$ cat config.mk
export PLATFORM = sky130hd
export DESIGN_NAME = mvm_ctrl_flat
export DESIGN_NICKNAME = d
export VERILOG_FILES = /design/src/rtl/mvm_ctrl_pkg.sv /design/src/rtl/mvm_ctrl_if.sv /design/src/rtl/mvm_ctrl_rc_cnt.sv /design/src/rtl/mvm_ctrl.sv /design/src/flat_wrapper.sv
export SDC_FILE = /design/constraint.sdc
export NUM_CORES = 1
export LEC_CHECK = 0
export BUFFER_PORTS_ARGS = -buffer_cell sky130_fd_sc_hd__buf_2
export CAP_MARGIN = 20
export CORE_AREA = 2 2 55 57
export CTS_CLUSTER_SIZE = 40
export DETAILED_ROUTE_END_ITERATION = 6
export DIE_AREA = 0 0 57 59
export PLACE_DENSITY = 0.7
export SYNTH_ARGS = -nofsm -noshare
export SYNTH_HDL_FRONTEND = slang
export SYNTH_SLANG_ARGS = --single-unit
$ cat constraint.sdc
create_clock -name clk -period 2.3 [get_ports clk]
set_clock_uncertainty 0.15 [all_clocks]
set_input_delay 0.46 -clock clk [delete_from_list [all_inputs] [get_ports clk]]
set_output_delay 0.46 -clock clk [all_outputs]
set_load 0.01 [all_outputs]
$ cat src/rtl/mvm_ctrl_pkg.sv
// Shared types and width helpers for the MVM control block.
package mvm_pkg;

    localparam int MAT_SCALE_DEF = 8;
    localparam int PIPE_LAT_DEF  = 1;

    // Row field of a pipeline token; wide enough for any practical MAT_SCALE.
    localparam int TOK_ROW_W = 8;

    typedef enum logic [2:0] {
        IDLE,
        LOAD_M,
        LOAD_V,
        COMPUTE,
        DRAIN,
        OUT
    } state_t;

    // One issued multiply travelling toward the MAC.
    typedef struct packed {
        logic                 valid;
        logic                 first;
        logic                 last;
        logic [TOK_ROW_W-1:0] row;
    } token_t;

    // Address width for an n-entry memory, never less than one bit.
    function automatic int idx_w(input int n);
        return (n > 1) ? $clog2(n) : 1;
    endfunction

endpackage

$ cat src/rtl/mvm_ctrl_if.sv
// Command / memory-control bundle between the bench side and mvm_ctrl.
// Optional macro MVM_CTRL_PERF_EN adds the cycles counter output.
//
// Handshake: there is no valid/ready pair. loadMatrix, loadVector and start
// are single-cycle pulses that are only honoured while state == IDLE; a
// pulse in any other state is silently dropped. The master must therefore
// watch state (or done) before issuing the next command.
interface mvm_ctrl_if
    import mvm_pkg::*;
#(
    parameter int MAT_SCALE = MAT_SCALE_DEF
);
    localparam int AW = idx_w(MAT_SCALE);
    localparam int IW = idx_w(MAT_SCALE * MAT_SCALE);

    logic          loadMatrix;
    logic          loadVector;
    logic          start;
    logic          done;
    logic          m_we;
    logic [IW-1:0] m_addr;
    logic          x_we;
    logic [AW-1:0] x_addr;
    logic          acc_en;
    logic          acc_clr;
    logic          y_we;
    logic [AW-1:0] y_waddr;
    logic          y_re;
    logic [AW-1:0] y_raddr;
    state_t        state;
`ifdef MVM_CTRL_PERF_EN
    logic [31:0]   cycles;
`endif

    modport master (
        output loadMatrix, loadVector, start,
        input  done, m_we, m_addr, x_we, x_addr, acc_en, acc_clr,
        input  y_we, y_waddr, y_re, y_raddr, state
`ifdef MVM_CTRL_PERF_EN
        , input cycles
`endif
    );

    modport slave (
        input  loadMatrix, loadVector, start,
        output done, m_we, m_addr, x_we, x_addr, acc_en, acc_clr,
        output y_we, y_waddr, y_re, y_raddr, state
`ifdef MVM_CTRL_PERF_EN
        , output cycles
`endif
    );

endinterface

$ cat src/rtl/mvm_ctrl_rc_cnt.sv
// Nested row/column counter with a running linear index. Column is the
// inner loop; both wrap only on an explicit compare against their last value.
module mvm_ctrl_rc_cnt
    import mvm_pkg::*;
#(
    parameter  int ROWS = MAT_SCALE_DEF,
    parameter  int COLS = MAT_SCALE_DEF,
    localparam int RW   = idx_w(ROWS),
    localparam int CW   = idx_w(COLS),
    localparam int IW   = idx_w(ROWS * COLS)
) (
    input  logic          clk,
    input  logic          reset,
    input  logic          clr,
    input  logic          en,
    output logic [RW-1:0] row,
    output logic [CW-1:0] col,
    output logic [IW-1:0] idx,
    output logic          col_last,
    output logic          row_last
);

    assign col_last = (col == CW'(COLS - 1));
    assign row_last = (row == RW'(ROWS - 1));

    // Advance column, carry into row, keep the linear index in step.
    always_ff @(posedge clk or posedge reset) begin
        if (reset) begin
            row <= '0;
            col <= '0;
            idx <= '0;
        end else if (clr) begin
            row <= '0;
            col <= '0;
            idx <= '0;
        end else if (en) begin
            if (col_last) begin
                col <= '0;
                row <= row_last ? '0 : row + 1'b1;
            end else begin
                col <= col + 1'b1;
            end
            idx <= (col_last && row_last) ? '0 : idx + 1'b1;
        end
    end

endmodule

$ cat src/rtl/mvm_ctrl.sv
// Control FSM sequencing matrix/vector loads, the MAC issue stream, the
// y-buffer writes and the readout of y = A*x.
// Optional macro MVM_CTRL_PERF_EN adds a start-to-done cycle counter.
module mvm_ctrl
    import mvm_pkg::*;
#(
    parameter int MAT_SCALE = MAT_SCALE_DEF,
    parameter int PIPE_LAT  = PIPE_LAT_DEF
) (
    input  logic       clk,
    input  logic       reset,
    mvm_ctrl_if.slave  bus
);

    localparam int M  = MAT_SCALE;
    localparam int AW = idx_w(M);
    localparam int IW = idx_w(M * M);

    state_t        state;
    logic [AW-1:0] row;
    logic [AW-1:0] col;
    logic [IW-1:0] idx;
    logic          col_last;
    logic          row_last;
    logic          cnt_en;
    logic          cnt_clr;
    logic          mat_end;
    logic          cmd_s;

    token_t        issue_tok;
    token_t        pipe [PIPE_LAT];
    token_t        pipe_out;
    logic          y_we_q;
    logic [AW-1:0] y_waddr_q;

    // loadMatrix wins over loadVector, which wins over start.
    assign cmd_s = bus.start & ~bus.loadMatrix & ~bus.loadVector;

    assign mat_end = col_last && row_last;
    assign cnt_en  = (state == LOAD_M) || (state == LOAD_V) ||
                     (state == COMPUTE) || (state == OUT);
    // Single-row phases clear explicitly so the row never advances.
    assign cnt_clr = ((state == LOAD_V) || (state == OUT)) && col_last;

    mvm_ctrl_rc_cnt #(
        .ROWS (M),
        .COLS (M)
    ) u_cnt (
        .clk      (clk),
        .reset    (reset),
        .clr      (cnt_clr),
        .en       (cnt_en),
        .row      (row),
        .col      (col),
        .idx      (idx),
        .col_last (col_last),
        .row_last (row_last)
    );

    // Phase sequencing; commands are only looked at in IDLE.
    always_ff @(posedge clk or posedge reset) begin
        if (reset) begin
            state <= IDLE;
        end else begin
            case (state)
                IDLE: begin
                    if (bus.loadMatrix)      state <= LOAD_M;
                    else if (bus.loadVector) state <= LOAD_V;
                    else if (cmd_s)          state <= COMPUTE;
                end
                LOAD_M:  if (mat_end)  state <= IDLE;
                LOAD_V:  if (col_last) state <= IDLE;
                COMPUTE: if (mat_end)  state <= DRAIN;
                // The row M-1 write is the final accumulator result.
                DRAIN:   if (y_we_q && (y_waddr_q == AW'(M - 1))) state <= OUT;
                OUT:     if (col_last) state <= IDLE;
                default: state <= IDLE;
            endcase
        end
    end

    // Token describing the multiply issued this cycle.
    always_comb begin
        issue_tok       = '0;
        issue_tok.valid = (state == COMPUTE);
        issue_tok.first = (state == COMPUTE) && (col == '0);
        issue_tok.last  = (state == COMPUTE) && col_last;
        issue_tok.row   = TOK_ROW_W'(row);
    end

    assign pipe_out = pipe[PIPE_LAT-1];

    // Delay tokens by the memory read latency, then flag the y write.
    always_ff @(posedge clk or posedge reset) begin
        if (reset) begin
            for (int k = 0; k < PIPE_LAT; k++) pipe[k] <= '0;
            y_we_q    <= 1'b0;
            y_waddr_q <= '0;
        end else begin
            pipe[0] <= issue_tok;
            for (int k = 1; k < PIPE_LAT; k++) pipe[k] <= pipe[k-1];
            y_we_q    <= pipe_out.valid & pipe_out.last;
            y_waddr_q <= AW'(pipe_out.row);
        end
    end

    assign bus.state   = state;
    assign bus.m_we    = (state == LOAD_M);
    assign bus.m_addr  = ((state == LOAD_M) || (state == COMPUTE)) ? idx : '0;
    assign bus.x_we    = (state == LOAD_V);
    assign bus.x_addr  = ((state == LOAD_V) || (state == COMPUTE)) ? col : '0;
    assign bus.acc_en  = pipe_out.valid;
    assign bus.acc_clr = pipe_out.valid & pipe_out.first;
    assign bus.y_we    = y_we_q;
    assign bus.y_waddr = y_waddr_q;
    assign bus.y_re    = (state == OUT);
    assign bus.y_raddr = (state == OUT) ? col : '0;
    assign bus.done    = (state == OUT) && (col == '0);

`ifdef MVM_CTRL_PERF_EN
    logic [31:0] cycles_q;

    // Count busy cycles between start acceptance and done, saturating.
    always_ff @(posedge clk or posedge reset) begin
        if (reset) begin
            cycles_q <= '0;
        end else if ((state == IDLE) && cmd_s) begin
            cycles_q <= '0;
        end else if (((state == COMPUTE) || (state == DRAIN)) && (cycles_q != '1)) begin
            cycles_q <= cycles_q + 1'b1;
        end
    end

    assign bus.cycles = cycles_q;
`endif

endmodule

$ cat src/flat_wrapper.sv
// flat-port wrapper written by rule: the top's interface ports become plain ports
module mvm_ctrl_flat import mvm_pkg::*;
#(
    parameter int MAT_SCALE = MAT_SCALE_DEF,
    parameter int PIPE_LAT  = PIPE_LAT_DEF
)
  (clk, reset, bus_loadMatrix, bus_loadVector, bus_start, bus_done, bus_m_we, bus_m_addr, bus_x_we, bus_x_addr, bus_acc_en, bus_acc_clr, bus_y_we, bus_y_waddr, bus_y_re, bus_y_raddr, bus_state);
  mvm_ctrl_if #(.MAT_SCALE(MAT_SCALE)) bus_i ();
  input  logic clk;
  input  logic reset;
  input wire logic [$bits(bus_i.loadMatrix)-1:0] bus_loadMatrix;
  input wire logic [$bits(bus_i.loadVector)-1:0] bus_loadVector;
  input wire logic [$bits(bus_i.start)-1:0] bus_start;
  output wire logic [$bits(bus_i.done)-1:0] bus_done;
  output wire logic [$bits(bus_i.m_we)-1:0] bus_m_we;
  output wire logic [$bits(bus_i.m_addr)-1:0] bus_m_addr;
  output wire logic [$bits(bus_i.x_we)-1:0] bus_x_we;
  output wire logic [$bits(bus_i.x_addr)-1:0] bus_x_addr;
  output wire logic [$bits(bus_i.acc_en)-1:0] bus_acc_en;
  output wire logic [$bits(bus_i.acc_clr)-1:0] bus_acc_clr;
  output wire logic [$bits(bus_i.y_we)-1:0] bus_y_we;
  output wire logic [$bits(bus_i.y_waddr)-1:0] bus_y_waddr;
  output wire logic [$bits(bus_i.y_re)-1:0] bus_y_re;
  output wire logic [$bits(bus_i.y_raddr)-1:0] bus_y_raddr;
  output wire logic [$bits(bus_i.state)-1:0] bus_state;
  assign bus_i.loadMatrix = bus_loadMatrix;
  assign bus_i.loadVector = bus_loadVector;
  assign bus_i.start = bus_start;
  assign bus_done = bus_i.done;
  assign bus_m_we = bus_i.m_we;
  assign bus_m_addr = bus_i.m_addr;
  assign bus_x_we = bus_i.x_we;
  assign bus_x_addr = bus_i.x_addr;
  assign bus_acc_en = bus_i.acc_en;
  assign bus_acc_clr = bus_i.acc_clr;
  assign bus_y_we = bus_i.y_we;
  assign bus_y_waddr = bus_i.y_waddr;
  assign bus_y_re = bus_i.y_re;
  assign bus_y_raddr = bus_i.y_raddr;
  assign bus_state = bus_i.state;
  mvm_ctrl #(.MAT_SCALE(MAT_SCALE), .PIPE_LAT(PIPE_LAT)) u_core (.clk(clk), .reset(reset), .bus(bus_i));
endmodule
---- Word-level counts from Yosys, hierarchy flattened ----
Cells that the tools add are included.
word-level totals
  register bits ........................... 25
  bits of input ports ..................... 5
  output and inout bits ................... 25
  logic and storage cells ................. 72
operators by class
  add/sub/neg operators ................... 3
  equal/unequal tests ..................... 13
  mux-type cells .......................... 21
  bitwise operators ....................... 6
  reductions and logical operators ........ 19
operators by type and width
  operator             count
  $mux 3               16
  $mux 6               4
  $eq 3x3->1 const B   5
  $pmux 3 s5           1
  $ne 2x1->1 const B   4
  $add 3x1->3 const B  2
  $add 6x1->6 const B  1
  $eq 3x2->1 const B   2
  $logic_and 1x1->1    6
  $logic_not 3->1      2
  $logic_or 1x1->1     6
  $reduce_and 5->1     1
  $and 1x1->1          4
  $ne 4x3->1 const B   1
  $reduce_bool 2->1    2
  $eq 3x1->1 const B   1
  $not 1->1            2
  $reduce_and 2->1     1
  $reduce_or 2->1      1

---- Logic depth before layout (Yosys ltp) ----
Gate-level depths: netlist of the first run.
  word-level depth ........................ 7
  depth in mapped cells ................... 7
  depth with buffers taken out ............ 6

---- Cells and area by module ----
Synthesis of the first run repeated with hierarchy kept, for this count alone.
unflattened totals
  cell total of the unflattened synthesis .. 128
  area total of the unflattened synthesis .. 1285.0 um^2
modules (own cells, without submodules)
  module           instances  cells an instance  area an instance (um^2)  sequential area each (um^2)
  mvm_ctrl         1          66                 663.1                    325.3
  mvm_ctrl_rc_cnt  1          62                 621.8                    300.3

---- Least setup slack after synthesis of the first run ----
OpenSTA, ideal clock, no wires.
  kind .................................... register to output
  from .................................... register u_core.state[0], in the netlist u_core.bus.state[0]
  to ...................................... output port bus_done
  data arrival time ....................... 1.245 ns
  data required time ...................... 1.690 ns
  slack ................................... 0.445 ns
  stages on the path, launching flop included .. 6
  buffers on the path ..................... 2
  cells stage by stage .................... dfrtp_1 > clkbuf_4 > nor2b_2 > buf_6 > and2_1 > and3b_1
between the ends
  word-level cells in the longest chain between the ends .. 2
RTL lines
  item                    RTL line            RTL
  start, declared         mvm_ctrl.sv:19      state_t state;
  start signal, assigned  mvm_ctrl.sv:63      state <= IDLE;
  start signal, assigned  mvm_ctrl.sv:67      if (bus.loadMatrix) state <= LOAD_M;
  start signal, assigned  mvm_ctrl.sv:68      else if (bus.loadVector) state <= LOAD_V;
  $eq 3x3->1              -
  net bus_y_re            flat_wrapper.sv:23  output wire logic [$bits(bus_i.y_re)-1:0] bus_y_re;
  $logic_and 1x1->1       mvm_ctrl.sv:118     assign bus.done = (state == OUT) && (col == '0);
  end, declared           flat_wrapper.sv:14  output wire logic [$bits(bus_i.done)-1:0] bus_done;
The timed path passes the listed nets, and every way through them passes these cells.

---- Worst setup path after layout of the first run ----
  from .................................... register u_core.state[2], in the netlist u_core.bus.state[2]
  to ...................................... output port bus_m_addr[4]
between the ends
  word-level cells in the longest chain between the ends .. 3
  elaborated cells between the ends (all ways) .. 4
  classes of those cells .................. 2 x eq/ne; 1 x mux; 1 x reduce/logical
RTL lines
  item                                      RTL line            RTL
  $eq 3x1->1 or $eq 3x2->1 (tied branches)  mvm_ctrl.sv:109     assign bus.m_addr = ((state == LOAD_M) || (state == COMPUTE)) ? idx : '0;
  $logic_or 1x1->1 *                        mvm_ctrl.sv:109
  $mux 6 *                                  mvm_ctrl.sv:109
  end, declared                             flat_wrapper.sv:16  output wire logic [$bits(bus_i.m_addr)-1:0] bus_m_addr;
Every way passes the cells marked *; elsewhere a longest branch is shown, timed or not.

==> summary.md, run 1 <==
| Metric | Value |
|---|---|
| Netlist Area Pre-Place | `1269 um^2` |
| Overflow after GRT | `0` |
| Setup TNS Final | `0 ns` |
| Largest family of logic cells by synthesized area | `simple AND/OR/NAND/NOR gates` |
| Clk buf depth | `2` |
| Final setup violation count | `0` |
| Residual DRC | `0` |
| R2r worst-path depth | `6` |
| Worst Tran Pin Value | `0.4147 ns` |
| Synth Area in Compound Gates | `between 10% and 20%` |
| Global-route wire length before repair | `~4200 um` |
| Total core area | `~2700 um^2` |
| RSZ-0062 raised after global routing | `false` |
| CP Data Arrival Time | `about 1.6 ns` |
| GP Congestion | `roughly 0.8` |
| Htree depth | `1` |
| Clock root cell | `clkbuf_4` |
| Synth Area in Adders | `under 10%` |
| GRT busiest layer | `met2` |
| Number of global-route vias before repair | `about 930` |
| Critical Path Sink Type | `output pin` |
| Syn Nets | `approximately 120` |
| Critical Path Fanout Max | `12` |
| Post-CTS setup buffers | `0` |
| Seq/Total Area, Yosys | `about half` |
| Min Tclk post-route | `between 2 and 2.5 ns` |
| Final WL | `around 2400 um` |
| # diodes | `0` |
| CTS tree | `built` |
| GR Util All Layers | `between 15 and 20%` |
| Routed len/inst | `about 14 um` |
| Number of synthesized register bits | `25` |
| Main flop type after synthesis | `dfrtp_1` |
| Port buffer count | `29` |
| Die Y | `59 um` |
| RR Endpoint | `u_core.bus.state[0]` |
| Met3 Usage GRT | `5.459%` |
| Multiplexer area fraction after synthesis | `under 10%` |
| CTS Buf Count | `3` |
| Via/cell ratio | `between 5 and 6` |
| Hold Vio Cnt, Final | `0` |
| Synth Area in Simple Gates | `approximately 20%` |
| Share of layout cells above drive strength 1 | `roughly a third` |
| Run status | `finished, final reports clean` |
| Layout area overhead | `15.09%` |
| Class of the tightest hold or removal check | `in2async` |
| GR Util met2 | `between 20 and 30%` |
| Worst setup path class | `reg2out` |
| Peak supply drop | `~1.0 mV` |
| Detail Route Antenna Nets | `0` |
| Startpoint types | `flip-flop` |
| MaxCap Viol Count | `0` |
| Number of antenna violations at the first check in global routing | `0` |
| Pwr dens | `1199 nW/um^2` |
| EDFF count, synth | `0` |
| Syn Area/Cell | `about 11 um^2` |
| Cell area after placement | `~1400 um^2` |
| Number of vias in the routed layout | `between 900 and 1000` |
| Die area | `between 3000 and 4000 um^2` |
| Worst endpoint required time | `1.69 ns` |
| Yosys warning total | `0` |
| Initial DRC count | `33` |
| Clock transition at the registers of the reported paths | `0.13 ns` |
| Yosys cell types | `38` |
| Detailed Place HPWL | `about 1800 um` |
| Clk Latency, worst-skew pair | `between 0.3 and 0.4 ns` |
| Worst r2r src | `u_core.u_cnt.col[1]` |
| CTS sink cnt | `25` |
| Row count | `19` |
| Die extent in x | `57 um` |
| Worst rel slew slack | `between 70% and 80%` |
| Initial Util | `between 40% and 50%` |
| Finished Cell Area | `1460 um^2` |
| XOR/XNOR Fraction of Synth Area | `2.761%` |
| Final period util | `94.65%` |
| F_max | `roughly 460 MHz` |
| Async SR Flop Fraction | `100.0%` |
| Nets | `~160` |
| Leakage | `0.7794 nW` |
| Final Max Tran Viols | `0` |
| Cells after Synth | `113` |
| Largest net degree at the start of global routing | `26` |
| Setup slack, reg-to-reg | `approximately 0.26 ns` |
| M1 GR Usage | `roughly a fifth` |
| DR pass1 iterations | `4` |
| Ports | `30` |
kinds of logic (layout without fill, tap and decap cells):
logic type | count (synthesis) | after routing
fa+ha+maj | 6 | 6
compound gates | 20 | 20
xor+xnor | 4 | 4
flops | 25 | 25
mux | 3 | 3
simple gates | 42 | 42
buf+inv | 13 | 43
power breakdown:
part,switching (mW),leakage [nW],internal (mW)
Combinational,0.433,0.442,0.363
Sequential,0.154,0.320,0.610
Clock,0.127,0.0177,0.0651
area by class of cell:
class,count,area (um^2)
clock inverters,1,5.005
fillers,261,1250
well taps,31,38.79
clock buffers,3,22.52
repair buffers,33,175.2
flip-flops and latches,25,626.9
multi-input cells,75,566.8
inverters,6,25.02
per-layer routing:
| layer | wire [um] | vias up |
|---|---|---|
| met3 | 176 | 2 |
| met5 | 0 | - |
| met4 | 11 | 0 |
| met1 | 1020 | 452 |
| met2 | 1209 | 32 |
| li1 | - | 454 |
placed cells by master (no fill, tap or decap), drive strengths merged:
cell type / synthesis / final
a211oi: 2 / 2
a21boi: 1 / 1
a21o: 1 / 1
a21oi: 1 / 1
a22o: 1 / 1
a22oi: 1 / 1
a31oi: 2 / 2
a32o: 2 / 2
a32oi: 1 / 1
and2: 13 / 13
and2b: 1 / 1
and3: 5 / 5
and3b: 2 / 2
buf: 5 / 33
clkbuf: 2 / 3
clkinv: 0 / 1
dfrtp: 25 / 25
ha: 6 / 6
inv: 6 / 6
mux2: 3 / 3
nand2: 4 / 4
nand2b: 1 / 1
nand3: 2 / 2
nand4: 1 / 1
nor2: 8 / 8
nor2b: 4 / 4
nor4: 1 / 1
o2111ai: 2 / 2
o21ai: 4 / 4
o221ai: 1 / 1
o22ai: 1 / 1
xor2: 4 / 4
worst max-delay path, stage by stage (launching register included):
cell and delay, ns:
dfrtp_1 0.50, and2b_1 0.45, and2_1 0.18, buf_2 0.12
how the worst max path moves through the flow:
stage | start | end | slack, ns
6_report | u_core.bus.state[2] | bus_m_addr[4] | 0.12
5_1_grt | u_core.bus.state[2] | bus_m_addr[4] | 0.002
4_1_cts | u_core.bus.state[0] | bus_done | 0.04
3_5_place_dp | u_core.u_cnt.col[1] | u_core.bus.state[0] | 0.27
3_3_place_gp | u_core.bus.state[0] | bus_done | 0.36
2_1_floorplan | u_core.bus.state[0] | bus_done | 0.45
per-stage QoR:
step           setup slack (ns)  power (mW)  utilization [%]  hold WS [ns]  instances
3_3_place_gp             0.3578       1.540            52.63        0.1836        170
5_1_grt                0.002327       1.921            53.88       0.01625        174
4_1_cts                 0.04300       1.775            53.83       0.01402        174
6_report                 0.1230       1.751            53.88       0.01147        174
3_5_place_dp             0.2710       1.570            52.63        0.1895        170
2_1_floorplan            0.4454       1.352                -        0.1812        113
sequential cells by signal, summed over array words and instances, names as in the netlist:
register and count:
u_core.bus.y_waddr 3, u_core.u_cnt.col 3, u_core.u_cnt.idx 6, u_core.u_cnt.row 3
u_core.bus.acc_en 1, u_core.pipe 5, u_core.bus.state 3, u_core.bus.y_we 1
Yosys cell counts (2+ instances only):
master / n / area, um^2
nor2_1: 6 / 22.52
buf_2: 2 / 10.01
nand2_1: 4 / 15.01
buf_6: 3 / 33.78
and3_1: 5 / 31.28
inv_1: 5 / 18.77
and3b_1: 2 / 17.52
o2111ai_1: 2 / 17.52
dfrtp_1: 25 / 625.6
a32o_1: 2 / 20.02
nor2_2: 2 / 12.51
o21ai_0: 4 / 20.02
xor2_1: 4 / 35.03
and2_1: 13 / 81.33
mux2_1: 2 / 22.52
nand3_1: 2 / 10.01
nor2b_1: 3 / 18.77
a31oi_1: 2 / 12.51
ha_1: 6 / 75.07
repair_timing:
action,in CTS,in global routing
endpoints found under the setup margin,1,7
cloned,0,0
hold buffers,0,0
resized for setup,1,1
No activity file was read; power rests on OpenSTA's default activity.
==> run 2: changes to the inputs <==
- CORE_AREA: 2 2 55 57 -> 2 2 40 79
- DIE_AREA: 0 0 57 59 -> 0 0 42 81
- PLACE_DENSITY: 0.7 -> 0.69
==> summary.md, run 2 (same netlist as run 1, synthesis figures left out) <==
| Metric | Value |
|---|---|
| Min Tclk post-route | `about 2.2 ns` |
| Detail Route Antenna Nets | `0` |
| Crit-path cells | `nor2b_2 -> buf_4 -> and3_1 -> buf_2` |
| Critical Path Sink Type | `output pin` |
| Class of the tightest hold or removal check | `in2async` |
| Worst endpoint required time | `between 1.5 and 2 ns` |
| Final Max Tran Viols | `0` |
| Peak supply drop | `slightly below 0.7 mV` |
| Overall power | `between 1.5 and 2 mW` |
| Via/cell ratio | `5.126` |
| Largest net degree at the start of global routing | `26` |
| # diodes | `0` |
| Clk Latency, worst-skew pair | `between 0.2 and 0.3 ns` |
| Largest register FFs | `6` |
| Nets | `between 150 and 200` |
| Leakage | `0.7863 nW` |
| CP top delay family | `flip-flops` |
| Worst rel slew slack | `between 70% and 80%` |
| Number of vias in the routed layout | `892` |
| Largest registers | `u_core.u_cnt.idx (6), u_core.pipe (5)` |
| Final Non-Filler Cells | `174` |
| Clock root cell | `clkbuf_8` |
| Initial Util | `about 45%` |
| F_max | `462.7 MHz` |
| Pwr dens | `between 1000 and 1500 nW/um^2` |
| Worst setup path class | `reg2out` |
| Buffers and inverters on the worst path | `2` |
| Final WL | `about 2300 um` |
| Routed len/inst | `13.47 um` |
| Ports | `30` |
| Detailed Place HPWL | `about 1800 um` |
| Layout area overhead | `16.86%` |
| CTS Buf Count | `3` |
| Overflow after GRT | `0` |
| Final setup violation count | `0` |
| CTS sink cnt | `25` |
| GP Congestion | `~0.79` |
| Commonest non-fill, non-tap cell in the layout | `buf_2` |
| Number of antenna violations at the first check in global routing | `0` |
| Global-route wire length before repair | `3919 um` |
| Clk buf depth | `2` |
| Die area | `3402 um^2` |
| Htree depth | `1` |
| Run status | `finished, final reports clean` |
| Share of layout cells above drive strength 1 | `about a third` |
| Slowest-stage cell, CP | `dfrtp_1` |
| Final period util | `approximately 94%` |
| Clock transition at the registers of the reported paths | `0.09 ns` |
| Total core area | `between 2000 and 3000 um^2` |
| RSZ-0062 raised after global routing | `false` |
| Worst Tran Pin Value | `between 0.4 and 0.5 ns` |
| CP Data Arrival Time | `between 1.5 and 2 ns` |
| Initial DRC count | `18` |
| Residual DRC | `0` |
| Row count | `28` |
| Setup TNS Final | `0 ns` |
| Die extent in x | `roughly 42 um` |
| CTS tree | `built` |
| Max incr delay on CP | `around 0.56 ns` |
| Startpoint types | `flip-flop` |
| Number of global-route vias before repair | `~820` |
| Post-CTS setup buffers | `0` |
| Critical Path Fanout Max | `11` |
| DR pass1 iterations | `4` |
| Fill count | `around 250` |
| Final Util | `a little over half` |
| Port buffer count | `29` |
| Hold Vio Cnt, Final | `0` |
| GR Util All Layers | `~15%` |
| MaxCap Viol Count | `0` |
| Die Y | `81 um` |
| Reg with most FFs | `u_core.u_cnt.idx` |
| Most frequent cells in the layout | `buf_2, dfrtp_1, and2_1` |
| Post-Place Cells | `170` |
-- run 2: routing by layer --
layer | vias to the layer above | track usage, % | routed length [um]
met3 | 5 | 2.222 | 81
met5 | - | 0 | 0
li1 | 451 | - | -
met1 | 413 | 19.54 | 1038
met2 | 23 | 25.47 | 1189
met4 | 0 | 5.806 | 34
-- run 2: area by class of cell --
type                            count  area, um^2  share of cell area, %
Clock buffer                        3       41.29                  2.785
Timing Repair Buffer               34       182.7                  12.32
Clock inverter                      1       7.507                 0.5063
Tap cell                           30       37.54                  2.532
Inverter                            6       25.02                  1.688
Sequential cell                    25       625.6                  42.19
Multi-Input combinational cell     75       563.0                  37.97
-- run 2: what timing repair did --
item | in CTS | in global routing
endpoints found under the setup margin | 0 | 4
gates resized for setup | 0 | 1
hold buffers | 0 | 0
-- run 2: per-stage QoR --
step | setup WS (ns) | hold slack [ns] | area [um^2]
final | 0.1385 | 0.06874 | 1483
after CTS | 0.05823 | 0.08013 | 1481
after global routing | 0.05630 | 0.1065 | 1483
after floorplan | 0.4454 | 0.1812 | 1269
after detailed placement | 0.3328 | 0.1847 | 1433
after global placement | 0.3781 | 0.1853 | 1433
-- run 2: power by group --
part	switching [mW]	leakage, nW	internal (mW)	total [mW]
sequential	0.152	0.321	0.609	0.761
combinational	0.427	0.443	0.366	0.793
clock	0.141	0.0217	0.123	0.264
total	0.720	0.786	1.10	1.82
-- run 2: worst paths after layout --
| path | startpoint | endpoint | slack (ns) | depth (start not counted) |
|---|---|---|---|---|
| worst min register to register | u_core.pipe[2] | u_core.bus.y_waddr[2] | 0.20 | 0 |
| worst max register to register | u_core.u_cnt.col[1] | u_core.bus.state[0] | 0.33 | 6 |
| worst min-delay path | reset | u_core.pipe[1] | 0.07 | 3 |
| worst max-delay path | u_core.bus.state[0] | bus_y_raddr[2] | 0.14 | 4 |
| min in group clk | u_core.pipe[2] | u_core.bus.y_waddr[2] | 0.20 | 0 |
| max in group asynchronous | reset | u_core.u_cnt.row[1] | 1.69 | 3 |
-- run 2: worst min-delay path: stages --
cell and delay [ns]:
buf_2 0.09, inv_1 0.04, buf_4 0.29
==> run 3: changes to the inputs <==
- CORE_AREA: 2 2 40 79 -> 2 2 41 81
- DIE_AREA: 0 0 42 81 -> 0 0 43 83
- PLACE_DENSITY: 0.69 -> 0.66
==> summary.md, run 3 (same netlist as run 1, synthesis figures left out) <==
| Metric | Value |
|---|---|
| Run status | `finished, final reports clean` |
| Initial DRC count | `19` |
| Max incr delay on CP | `around 0.64 ns` |
| # diodes | `0` |
| Die extent in x | `approximately 43 um` |
| Peak supply drop | `0.6989 mV` |
| Hold Vio Cnt, Final | `0` |
| DR pass1 iterations | `2` |
| Pwr dens | `around 1200 nW/um^2` |
| Critical Path Sink Type | `output pin` |
| Setup TNS Final | `0 ns` |
| F_max | `455.7 MHz` |
| Worst endpoint required time | `~1.7 ns` |
| Number of vias in the routed layout | `around 900` |
| Final WL | `2477 um` |
| Final period util | `between 90% and 100%` |
| Port buffer count | `29` |
| Total core area | `2943 um^2` |
| RSZ-0062 raised after global routing | `false` |
| Commonest non-fill, non-tap cell in the layout | `buf_2` |
| Die Y | `a little over 80 um` |
| Worst setup path class | `reg2out` |
| Number of cells on the critical path | `3` |
| CTS tree | `built` |
| Share of layout cells above drive strength 1 | `roughly a third` |
| R2r worst-path depth | `6` |
| Via/cell ratio | `roughly 5.3` |
| Clock root cell | `clkbuf_8` |
| Layout area overhead | `15.48%` |
| Initial Util | `between 40% and 50%` |
| Class of the tightest hold or removal check | `in2async` |
| Number of global-route vias before repair | `965` |
| Global-route wire length before repair | `4305 um` |
| Routed len/inst | `between 10 and 15 um` |
| Number of antenna violations at the first check in global routing | `0` |
| Ports | `30` |
| Slowest-stage cell, CP | `dfrtp_1` |
| CTS sink cnt | `25` |
| Nets | `about 150` |
| Largest net degree at the start of global routing | `26` |
| Most frequent cells in the layout | `buf_2, dfrtp_1, and2_1` |
| Critical Path Fanout Max | `14` |
| Setup slack, reg-to-reg | `0.24 ns` |
| GP Congestion | `slightly below 0.8` |
| MaxCap Viol Count | `0` |
| Clk buf depth | `2` |
| CP Data Arrival Time | `roughly 1.6 ns` |
| Residual DRC | `0` |
| RR Endpoint | `u_core.bus.state[0]` |
| Buffers and inverters on the worst path | `1` |
| Crit path to | `bus_m_we` |
| Htree depth | `1` |
| GR Util All Layers | `between 15 and 20%` |
| Reg with most FFs | `u_core.u_cnt.idx` |
| Startpoint types | `flip-flop` |
| Largest registers | `u_core.u_cnt.idx (6), u_core.pipe (5)` |
| Detail Route Antenna Nets | `0` |
| CP Launch Point | `u_core.bus.state[2]` |
| Detailed Place HPWL | `slightly below 2000 um` |
| Die area | `between 3000 and 4000 um^2` |
| Area of the multi-input gates | `approximately 570 um^2` |
| Hold slack | `a little under 0.07 ns` |
| Overflow after GRT | `0` |
| Final Util | `49.79%` |
| Clock transition at the registers of the reported paths | `about 0.09 ns` |
| CP top delay family | `flip-flops` |
| Final Max Tran Viols | `0` |
| Largest register FFs | `6` |
| Worst r2r src | `u_core.u_cnt.col[1]` |
| Worst Tran Pin Value | `0.4645 ns` |
| Clk Latency, worst-skew pair | `around 0.27 ns` |
| CTS Buf Count | `3` |
| Fill count | `285` |
| Seq. cell area | `between 600 and 700 um^2` |
| Final setup violation count | `0` |
| Worst rel slew slack | `~69%` |
| Min Tclk post-route | `between 2 and 2.5 ns` |
| Row count | `28` |
| Leakage | `roughly 0.77 nW` |
| Crit-path cells | `and2b_2 -> nor2b_1 -> buf_2` |
-- run 3: cell types whose count changed in the layout (fill, tap and decap cells not counted) --
| cell | previous run | this run |
|---|---|---|
| buf_4 | 5 | 2 |
| nor2b_4 | 0 | 1 |
| nor2b_2 | 1 | 0 |
-- run 3: metrics by stage --
| step | cells | instance area, um^2 | total power [mW] | setup WS (ns) |
|---|---|---|---|---|
| finish | 171 | 1465 | 1.814 | 0.1056 |
| global placement | 167 | 1410 | 1.519 | 0.2926 |
| detailed placement | 167 | 1410 | 1.555 | 0.2465 |
| floorplan | 113 | 1269 | 1.352 | 0.4454 |
| global route | 171 | 1465 | 1.979 | 0.006009 |
| CTS | 171 | 1459 | 1.825 | 0.01525 |
-- run 3: routing by layer --
metal	global-route usage, %	routed length, um	vias to the layer above
met5	0	0	-
met4	7.438	48	0
met3	2.174	94	4
met2	28.51	1409	19
met1	16.95	924	430
li1	-	-	446
-- run 3: worst min path at each step --
| stage | from | cells after the start | endpoint | slack [ns] |
|---|---|---|---|---|
| finish | reset | 3 | u_core.pipe[2] | 0.07 |
| global route | reset | 3 | u_core.pipe[1] | 0.11 |
| CTS | reset | 3 | u_core.pipe[1] | 0.08 |
| detailed placement | u_core.pipe[0] | 0 | u_core.bus.y_waddr[0] | 0.18 |
| global placement | u_core.pipe[1] | 0 | u_core.bus.y_waddr[1] | 0.18 |
| floorplan | u_core.pipe[0] | 0 | u_core.bus.y_waddr[0] | 0.18 |
-- run 3: power by group --
| part | switching (mW) | leakage (nW) | internal (mW) | total (mW) |
|---|---|---|---|---|
| combinational | 0.414 | 0.431 | 0.355 | 0.769 |
| clock | 0.142 | 0.0217 | 0.123 | 0.265 |
| sequential | 0.172 | 0.321 | 0.608 | 0.780 |
-- run 3: cell type report --
type / count / area share (%)
well taps: 30 / 2.562
repair buffers: 31 / 10.93
multi-input cells: 75 / 38.77
inverters: 6 / 1.708
flip-flops and latches: 25 / 42.70
clock inverters: 1 / 0.5124
clock buffers: 3 / 2.818
-- run 3: worst register-to-register path: stages, from the launching register on --
cell      delay [ns]
dfrtp_1         0.40
ha_1            0.16
ha_1            0.40
inv_4           0.08
a22oi_1         0.24
o221ai_2        0.17
mux2_1          0.34
-- run 3: what timing repair did --
item	CTS	global route
gates resized for setup	0	2
hold buffers	0	0
setup endpoints to repair	0	8
buffers inserted	0	0
